### config.mk
export PLATFORM = sky130hd
export DESIGN_NAME = dtack_generator_flat
export DESIGN_NICKNAME = d
export VERILOG_FILES = /design/src/rtl/pixy_bus_pkg.sv /design/src/rtl/dtack_generator_if.sv /design/src/rtl/bit_synchronizer.sv /design/src/rtl/dtack_generator.sv /design/src/flat_wrapper.sv
export SDC_FILE = /design/constraint.sdc
export NUM_CORES = 1
export LEC_CHECK = 0
export ABC_AREA = 1
export CAP_MARGIN = 10
export CORE_MARGIN = 3
export CORE_UTILIZATION = 45
export DETAILED_ROUTE_END_ITERATION = 16
export PLACE_DENSITY = 0.74
export SLEW_MARGIN = 20
export SYNTH_ARGS = -nofsm -noshare
export SYNTH_HDL_FRONTEND = slang
export SYNTH_SLANG_ARGS = --single-unit
### constraint.sdc
create_clock -name CLK_IN -period 2 [get_ports CLK_IN]
set_input_delay 0.3 -clock CLK_IN [delete_from_list [all_inputs] [get_ports CLK_IN]]
set_output_delay 0.3 -clock CLK_IN [all_outputs]
set_load 0.01 [all_outputs]
### src/rtl/pixy_bus_pkg.sv
// Shared bus-side definitions for the 68000 cycle terminator: the tracking
// state encoding, default timing constants and the counter sizing helper.
package pixy_bus_pkg;

  // Bus-cycle tracking states, fixed 2-bit encoding.
  typedef enum logic [1:0] {
    IDLE  = 2'd0,
    COUNT = 2'd1,
    ACK   = 2'd2,
    BERR  = 2'd3
  } bus_state_t;

  // Zero wait states by default; 64 CPU clocks before declaring a bus error.
  localparam int DEFAULT_WAIT_CYCLES    = 0;
  localparam int DEFAULT_TIMEOUT_CYCLES = 64;
  localparam int DEFAULT_SYNC_STAGES    = 2;

  // Bits needed to hold 0..max_count inclusive; never narrower than 1 bit.
  function automatic int cnt_width(input int max_count);
    if (max_count < 1) begin
      return 1;
    end
    return $clog2(max_count + 1);
  endfunction

endpackage

### src/rtl/dtack_generator_if.sv
// CPU-side bus signals seen by the cycle terminator. The master modport is
// the CPU/decoder side, the slave modport is the terminator itself.
interface dtack_generator_if;

  logic CPU_CLK;    // divided CPU clock, already registered in CLK_IN domain
  logic AS_N;       // address strobe, asynchronous
  logic SEL;        // chip-select decode, asynchronous, high = claimed
  logic DTACK_N;    // data transfer acknowledge
  logic BERR_N;     // bus error
  logic BUSY;       // a bus cycle is being tracked
  logic CYCLE_END;  // one-clock pulse when a cycle closes

  modport master (
    output CPU_CLK,
    output AS_N,
    output SEL,
    input  DTACK_N,
    input  BERR_N,
    input  BUSY,
    input  CYCLE_END
  );

  modport slave (
    input  CPU_CLK,
    input  AS_N,
    input  SEL,
    output DTACK_N,
    output BERR_N,
    output BUSY,
    output CYCLE_END
  );

endinterface

### src/rtl/bit_synchronizer.sv
// Multi-flop synchronizer for a single asynchronous bit. The reset value is
// a parameter so an idle bus level can be presented straight out of reset.
module bit_synchronizer #(
  parameter int   STAGES    = 2,
  parameter logic RESET_VAL = 1'b0
) (
  input  logic CLK_IN,
  input  logic RST_N,
  input  logic d,
  output logic q
);

  logic [STAGES-1:0] stage_reg;

  genvar gi;
  generate
    for (gi = 0; gi < STAGES; gi++) begin : g_stage
      if (gi == 0) begin : g_first
        // First flop samples the asynchronous input.
        always_ff @(posedge CLK_IN or negedge RST_N) begin
          if (!RST_N) begin
            stage_reg[0] <= RESET_VAL;
          end else begin
            stage_reg[0] <= d;
          end
        end
      end else begin : g_rest
        // Later flops give the first one time to resolve metastability.
        always_ff @(posedge CLK_IN or negedge RST_N) begin
          if (!RST_N) begin
            stage_reg[gi] <= RESET_VAL;
          end else begin
            stage_reg[gi] <= stage_reg[gi-1];
          end
        end
      end
    end
  endgenerate

  assign q = stage_reg[STAGES-1];

endmodule

### src/rtl/dtack_generator.sv
// 68000 bus-cycle terminator. Tracks each address-strobe cycle, acknowledges
// it with DTACK_N after WAIT_CYCLES CPU clock falling edges with the device
// selected, or terminates it with BERR_N if nothing selects within
// TIMEOUT_CYCLES falling edges. TIMEOUT_CYCLES must exceed WAIT_CYCLES.
module dtack_generator
  import pixy_bus_pkg::*;
#(
  parameter int WAIT_CYCLES    = DEFAULT_WAIT_CYCLES,
  parameter int TIMEOUT_CYCLES = DEFAULT_TIMEOUT_CYCLES,
  parameter int SYNC_STAGES    = DEFAULT_SYNC_STAGES
) (
  input  logic               CLK_IN,
  input  logic               RST_N,
  dtack_generator_if.slave   bus
);

  localparam int              CNT_W    = cnt_width(TIMEOUT_CYCLES);
  localparam logic [CNT_W-1:0] CNT_MAX = '1;
  localparam logic [CNT_W-1:0] WAIT_CMP = CNT_W'(WAIT_CYCLES);
  localparam logic [CNT_W-1:0] TOUT_CMP = CNT_W'(TIMEOUT_CYCLES);

  // Synchronized strobe and select; every decision below uses only these.
  logic as_s;
  logic sel_s;

  // CPU_CLK is already in this clock domain, so a single delay flop is
  // enough to find its falling edge.
  logic cpu_clk_q;
  logic fall_evt;

  bus_state_t       state_reg, state_next;
  logic [CNT_W-1:0] wcnt_reg, wcnt_next;
  logic [CNT_W-1:0] tcnt_reg, tcnt_next;
  logic             dtack_n_reg, dtack_n_next;
  logic             berr_n_reg, berr_n_next;
  logic             busy_reg, busy_next;
  logic             cycle_end_reg, cycle_end_next;

  // Strobe idles high so a reset never looks like the start of a cycle.
  bit_synchronizer #(
    .STAGES    (SYNC_STAGES),
    .RESET_VAL (1'b1)
  ) u_as_sync (
    .CLK_IN (CLK_IN),
    .RST_N  (RST_N),
    .d      (bus.AS_N),
    .q      (as_s)
  );

  // Select idles low: nothing claims the bus until the decoder says so.
  bit_synchronizer #(
    .STAGES    (SYNC_STAGES),
    .RESET_VAL (1'b0)
  ) u_sel_sync (
    .CLK_IN (CLK_IN),
    .RST_N  (RST_N),
    .d      (bus.SEL),
    .q      (sel_s)
  );

  // Remember last CPU_CLK level for falling-edge detection.
  always_ff @(posedge CLK_IN or negedge RST_N) begin
    if (!RST_N) begin
      cpu_clk_q <= 1'b0;
    end else begin
      cpu_clk_q <= bus.CPU_CLK;
    end
  end

  assign fall_evt = cpu_clk_q & ~bus.CPU_CLK;

  // State, counters and registered outputs; reset negates outputs at once,
  // even in the middle of an acknowledged cycle.
  always_ff @(posedge CLK_IN or negedge RST_N) begin
    if (!RST_N) begin
      state_reg     <= IDLE;
      wcnt_reg      <= '0;
      tcnt_reg      <= '0;
      dtack_n_reg   <= 1'b1;
      berr_n_reg    <= 1'b1;
      busy_reg      <= 1'b0;
      cycle_end_reg <= 1'b0;
    end else begin
      state_reg     <= state_next;
      wcnt_reg      <= wcnt_next;
      tcnt_reg      <= tcnt_next;
      dtack_n_reg   <= dtack_n_next;
      berr_n_reg    <= berr_n_next;
      busy_reg      <= busy_next;
      cycle_end_reg <= cycle_end_next;
    end
  end

  // Next-state and next-output decode; abort beats ack beats bus error.
  always_comb begin
    state_next     = state_reg;
    wcnt_next      = wcnt_reg;
    tcnt_next      = tcnt_reg;
    dtack_n_next   = dtack_n_reg;
    berr_n_next    = berr_n_reg;
    busy_next      = busy_reg;
    cycle_end_next = 1'b0;

    case (state_reg)
      IDLE: begin
        busy_next    = 1'b0;
        dtack_n_next = 1'b1;
        berr_n_next  = 1'b1;
        if (!as_s) begin
          state_next = COUNT;
          busy_next  = 1'b1;
          wcnt_next  = '0;
          tcnt_next  = '0;
        end
      end

      COUNT: begin
        // Wait counter runs while selected, timeout counter while not;
        // both stick at full scale rather than wrapping.
        if (fall_evt) begin
          if (sel_s && (wcnt_reg != CNT_MAX)) begin
            wcnt_next = wcnt_reg + 1'b1;
          end
          if (!sel_s && (tcnt_reg != CNT_MAX)) begin
            tcnt_next = tcnt_reg + 1'b1;
          end
        end

        if (as_s) begin
          state_next     = IDLE;
          busy_next      = 1'b0;
          cycle_end_next = 1'b1;
        end else if (sel_s && (wcnt_reg >= WAIT_CMP)) begin
          state_next   = ACK;
          dtack_n_next = 1'b0;
        end else if (!sel_s && (tcnt_reg >= TOUT_CMP)) begin
          state_next  = BERR;
          berr_n_next = 1'b0;
        end
      end

      ACK: begin
        // Select may drop here; the acknowledge holds until the strobe ends.
        if (as_s) begin
          state_next     = IDLE;
          dtack_n_next   = 1'b1;
          busy_next      = 1'b0;
          cycle_end_next = 1'b1;
        end
      end

      BERR: begin
        if (as_s) begin
          state_next     = IDLE;
          berr_n_next    = 1'b1;
          busy_next      = 1'b0;
          cycle_end_next = 1'b1;
        end
      end

      default: begin
        state_next = IDLE;
      end
    endcase
  end

  assign bus.DTACK_N   = dtack_n_reg;
  assign bus.BERR_N    = berr_n_reg;
  assign bus.BUSY      = busy_reg;
  assign bus.CYCLE_END = cycle_end_reg;

endmodule

### src/flat_wrapper.sv
// flat-port wrapper written by rule: the top's interface ports become plain ports
module dtack_generator_flat import pixy_bus_pkg::*;
#(
  parameter int WAIT_CYCLES    = DEFAULT_WAIT_CYCLES,
  parameter int TIMEOUT_CYCLES = DEFAULT_TIMEOUT_CYCLES,
  parameter int SYNC_STAGES    = DEFAULT_SYNC_STAGES
)
  (CLK_IN, RST_N, bus_CPU_CLK, bus_AS_N, bus_SEL, bus_DTACK_N, bus_BERR_N, bus_BUSY, bus_CYCLE_END);
  dtack_generator_if bus_i ();
  input  logic CLK_IN;
  input  logic RST_N;
  input wire logic [$bits(bus_i.CPU_CLK)-1:0] bus_CPU_CLK;
  input wire logic [$bits(bus_i.AS_N)-1:0] bus_AS_N;
  input wire logic [$bits(bus_i.SEL)-1:0] bus_SEL;
  output wire logic [$bits(bus_i.DTACK_N)-1:0] bus_DTACK_N;
  output wire logic [$bits(bus_i.BERR_N)-1:0] bus_BERR_N;
  output wire logic [$bits(bus_i.BUSY)-1:0] bus_BUSY;
  output wire logic [$bits(bus_i.CYCLE_END)-1:0] bus_CYCLE_END;
  assign bus_i.CPU_CLK = bus_CPU_CLK;
  assign bus_i.AS_N = bus_AS_N;
  assign bus_i.SEL = bus_SEL;
  assign bus_DTACK_N = bus_i.DTACK_N;
  assign bus_BERR_N = bus_i.BERR_N;
  assign bus_BUSY = bus_i.BUSY;
  assign bus_CYCLE_END = bus_i.CYCLE_END;
  dtack_generator #(.WAIT_CYCLES(WAIT_CYCLES), .TIMEOUT_CYCLES(TIMEOUT_CYCLES), .SYNC_STAGES(SYNC_STAGES)) u_core (.CLK_IN(CLK_IN), .RST_N(RST_N), .bus(bus_i));
endmodule
==> run metrics <==
critical path, cell by cell clkdlybuf4s50_1; vias in the first global route approximately 650; die width approximately 50 um; TritonCTS Buffers 3; Async S/R FF share, synth between 90% and 100%; setup tns final 0 ps; Core Rows 15; root buf cell clkbuf_4; hold buffers post-CTS 0; biggest cell delay along the critical path between 500 and 600 ps; slew margin rel. about four fifths; share of the synthesized area in the top cell type 40.52%; gp weighted congestion roughly 0.82; min Tclk post-route ~1700 ps; final setup fails 0; GR Util All Layers roughly 16%; Worst-Margin Slew roughly 300 ps; IO Pins 9; pre-CTS setup slack between 600 and 700 ps; crit path DAT roughly 1400 ps; Commonest cells post-synth 31 x nand2_1, 14 x dfrtp_1, 13 x nand3_1; pwr dens between 900 and 1000 mW/mm^2; DIE AREA about 0.0025 sq mm; CTS Sinks 18; post-detailed-route DRC marker count 0; worst hold path type in -> async; Starting Density roughly half; htree depth 1; Final ANT Viol Nets 0; Clock Path Buffers 2; drt total wl 1.544 mm; clk slew on worst S/H paths 100 ps; cell taking the most area after synthesis dfrtp_1; crit end category primary output; DRT Pass-1 Iters 4; DRT iter0 DRCs 12; RSZ-0062 raised after global routing no; Nets between 100 and 150; CTS tree done; Diodes inserted 0; max reg flops 7; Worst path slowest cell dfstp_2; fin crit share a little over four fifths; WP buf/inv 1; Fin. Hold Viols 0; critical path's top delay family flip-flops; most common cell in the synthesized netlist nand2_1; count of buffers from port buffering 8; largest net degree at the start of global routing 19; synth warn 0; Layout Area Growth over Synthesis 17.08%; routed via count between 600 and 700; DR vias/cell slightly below 5; chip height 49.83 um; Max Slew Vio Count 0; Post-CTS Resized 0; GRT overflow 0; Final Power about 970 uW; Syn Inst Count roughly 110; Layout Skew approximately 1.5 ps; first-pass GRT wire length 2.808 mm; Peak VDD IR 0.6535 mV; top cells by area, synth dfrtp_1 41%, nand2_1 13%, dfstp_2 12%; post-DP HPWL 1.160 mm; outcome completed; DR WL/cell between 10 and 15 um; initial antenna violation count 0; CP Max Fanout 2; crit path kind reg -> out; Synth cell types 17; crit path launch u_core.bus.BERR_N; Synth Cell Area 864.6 sq um; Net Count, Synth roughly 110; CP required ~1700 ps; fmax about 600 MHz; max_cap viols 0; setup ws final 331.9 ps; core area 0.001764 sq mm; fillers between 150 and 200; register area share after synthesis between 50% and 60%; Lkg Pwr approximately 0.00047 uW; #FFs+latches synth 18; Post-Syn Area per Cell around 8.2 sq um; startpoint types flip-flop; share of cells above drive strength 1 between 10% and 20%; setup bufs post-CTS 0; Clk Latency, worst-skew pair 300 ps; worst r2r src u_core.tcnt_reg[0]; number of synthesized flops with an enable pin 0; top_reg_cell synth dfrtp_1
-- cell families after synthesis --
kind of cell	Yosys count	share of synthesized area, %
xor+xnor	1	1.013
simple gates	67	35.02
fa+ha+maj	1	1.447
compound gates	8	4.630
flops	18	52.68
buf+inv	11	5.211
-- per-layer routing --
layer	share of wire, %	routed length (um)	global-route usage, %	up-vias
li1	-	-	-	363
met1	49	761	20.43	314
met2	44	682	22.47	12
met3	3.1	48	3.625	4
met4	3.4	52	11.06	0
met5	0	0	0	-
-- per-stage QoR --
stage / std cells / utilization (%) / hold WS, ps / area [sq um]
CTS: 143 / 57.38 / 306.5 / 1012
global placement: 139 / 55.32 / 334.5 / 975.9
detailed placement: 139 / 55.32 / 340.5 / 975.9
finish: 143 / 57.38 / 305.2 / 1012
global route: 143 / 57.38 / 333.2 / 1012
floorplan: 106 / - / 4.409 / 864.6
-- final cells by class --
class                   count  area [sq um]  share of cell area (%)
flip-flops and latches     18         455.4                   44.99
well taps                  25         31.28                   3.090
clock buffers               4         36.28                   3.585
repair buffers              9         87.58                   8.653
multi-input cells          77         364.1                   35.97
inverters                  10         37.54                   3.708
-- worst register-to-register path: cells and delay by family, from the launching register on --
kind / cells / cell delay, ps
fa+ha+maj: 1 / 260
flops: 1 / 470
simple gates: 6 / 510
buf+inv: 1 / 80
-- final timing paths --
kind                                        to  slack [ps]  cells after the start
max                                 bus_BERR_N         330                      1
min                            u_core.bus.BUSY         310                      2
max reg2reg                 u_core.tcnt_reg[2]         590                      8
min in group CLK_IN        u_core.u_sel_sync.q         360                      0
max in group asynchronous   u_core.u_as_sync.q        1440                      2
min reg2reg                u_core.u_sel_sync.q         360                      0
-- report_power, final --
part	internal (uW)	switching, uW
logic	104	149
registers	424	58.1
clock network	111	121
-- layout by cell type, fill, tap and decap left out --
cell,n
nor3b_1,1
nor2_2,3
dfstp_2,4
nand3_1,13
nand3_2,1
inv_2,3
clkbuf_8,1
dfrtp_1,14
o21ai_0,5
nor2_1,11
nand4_1,3
a21oi_1,3
nand2_1,31
ha_1,1
nand2_2,4
xnor2_1,1
clkbuf_4,3
inv_1,7
buf_4,1
clkdlybuf4s50_1,8
Note: power is estimated with default switching activity, not from simulation.
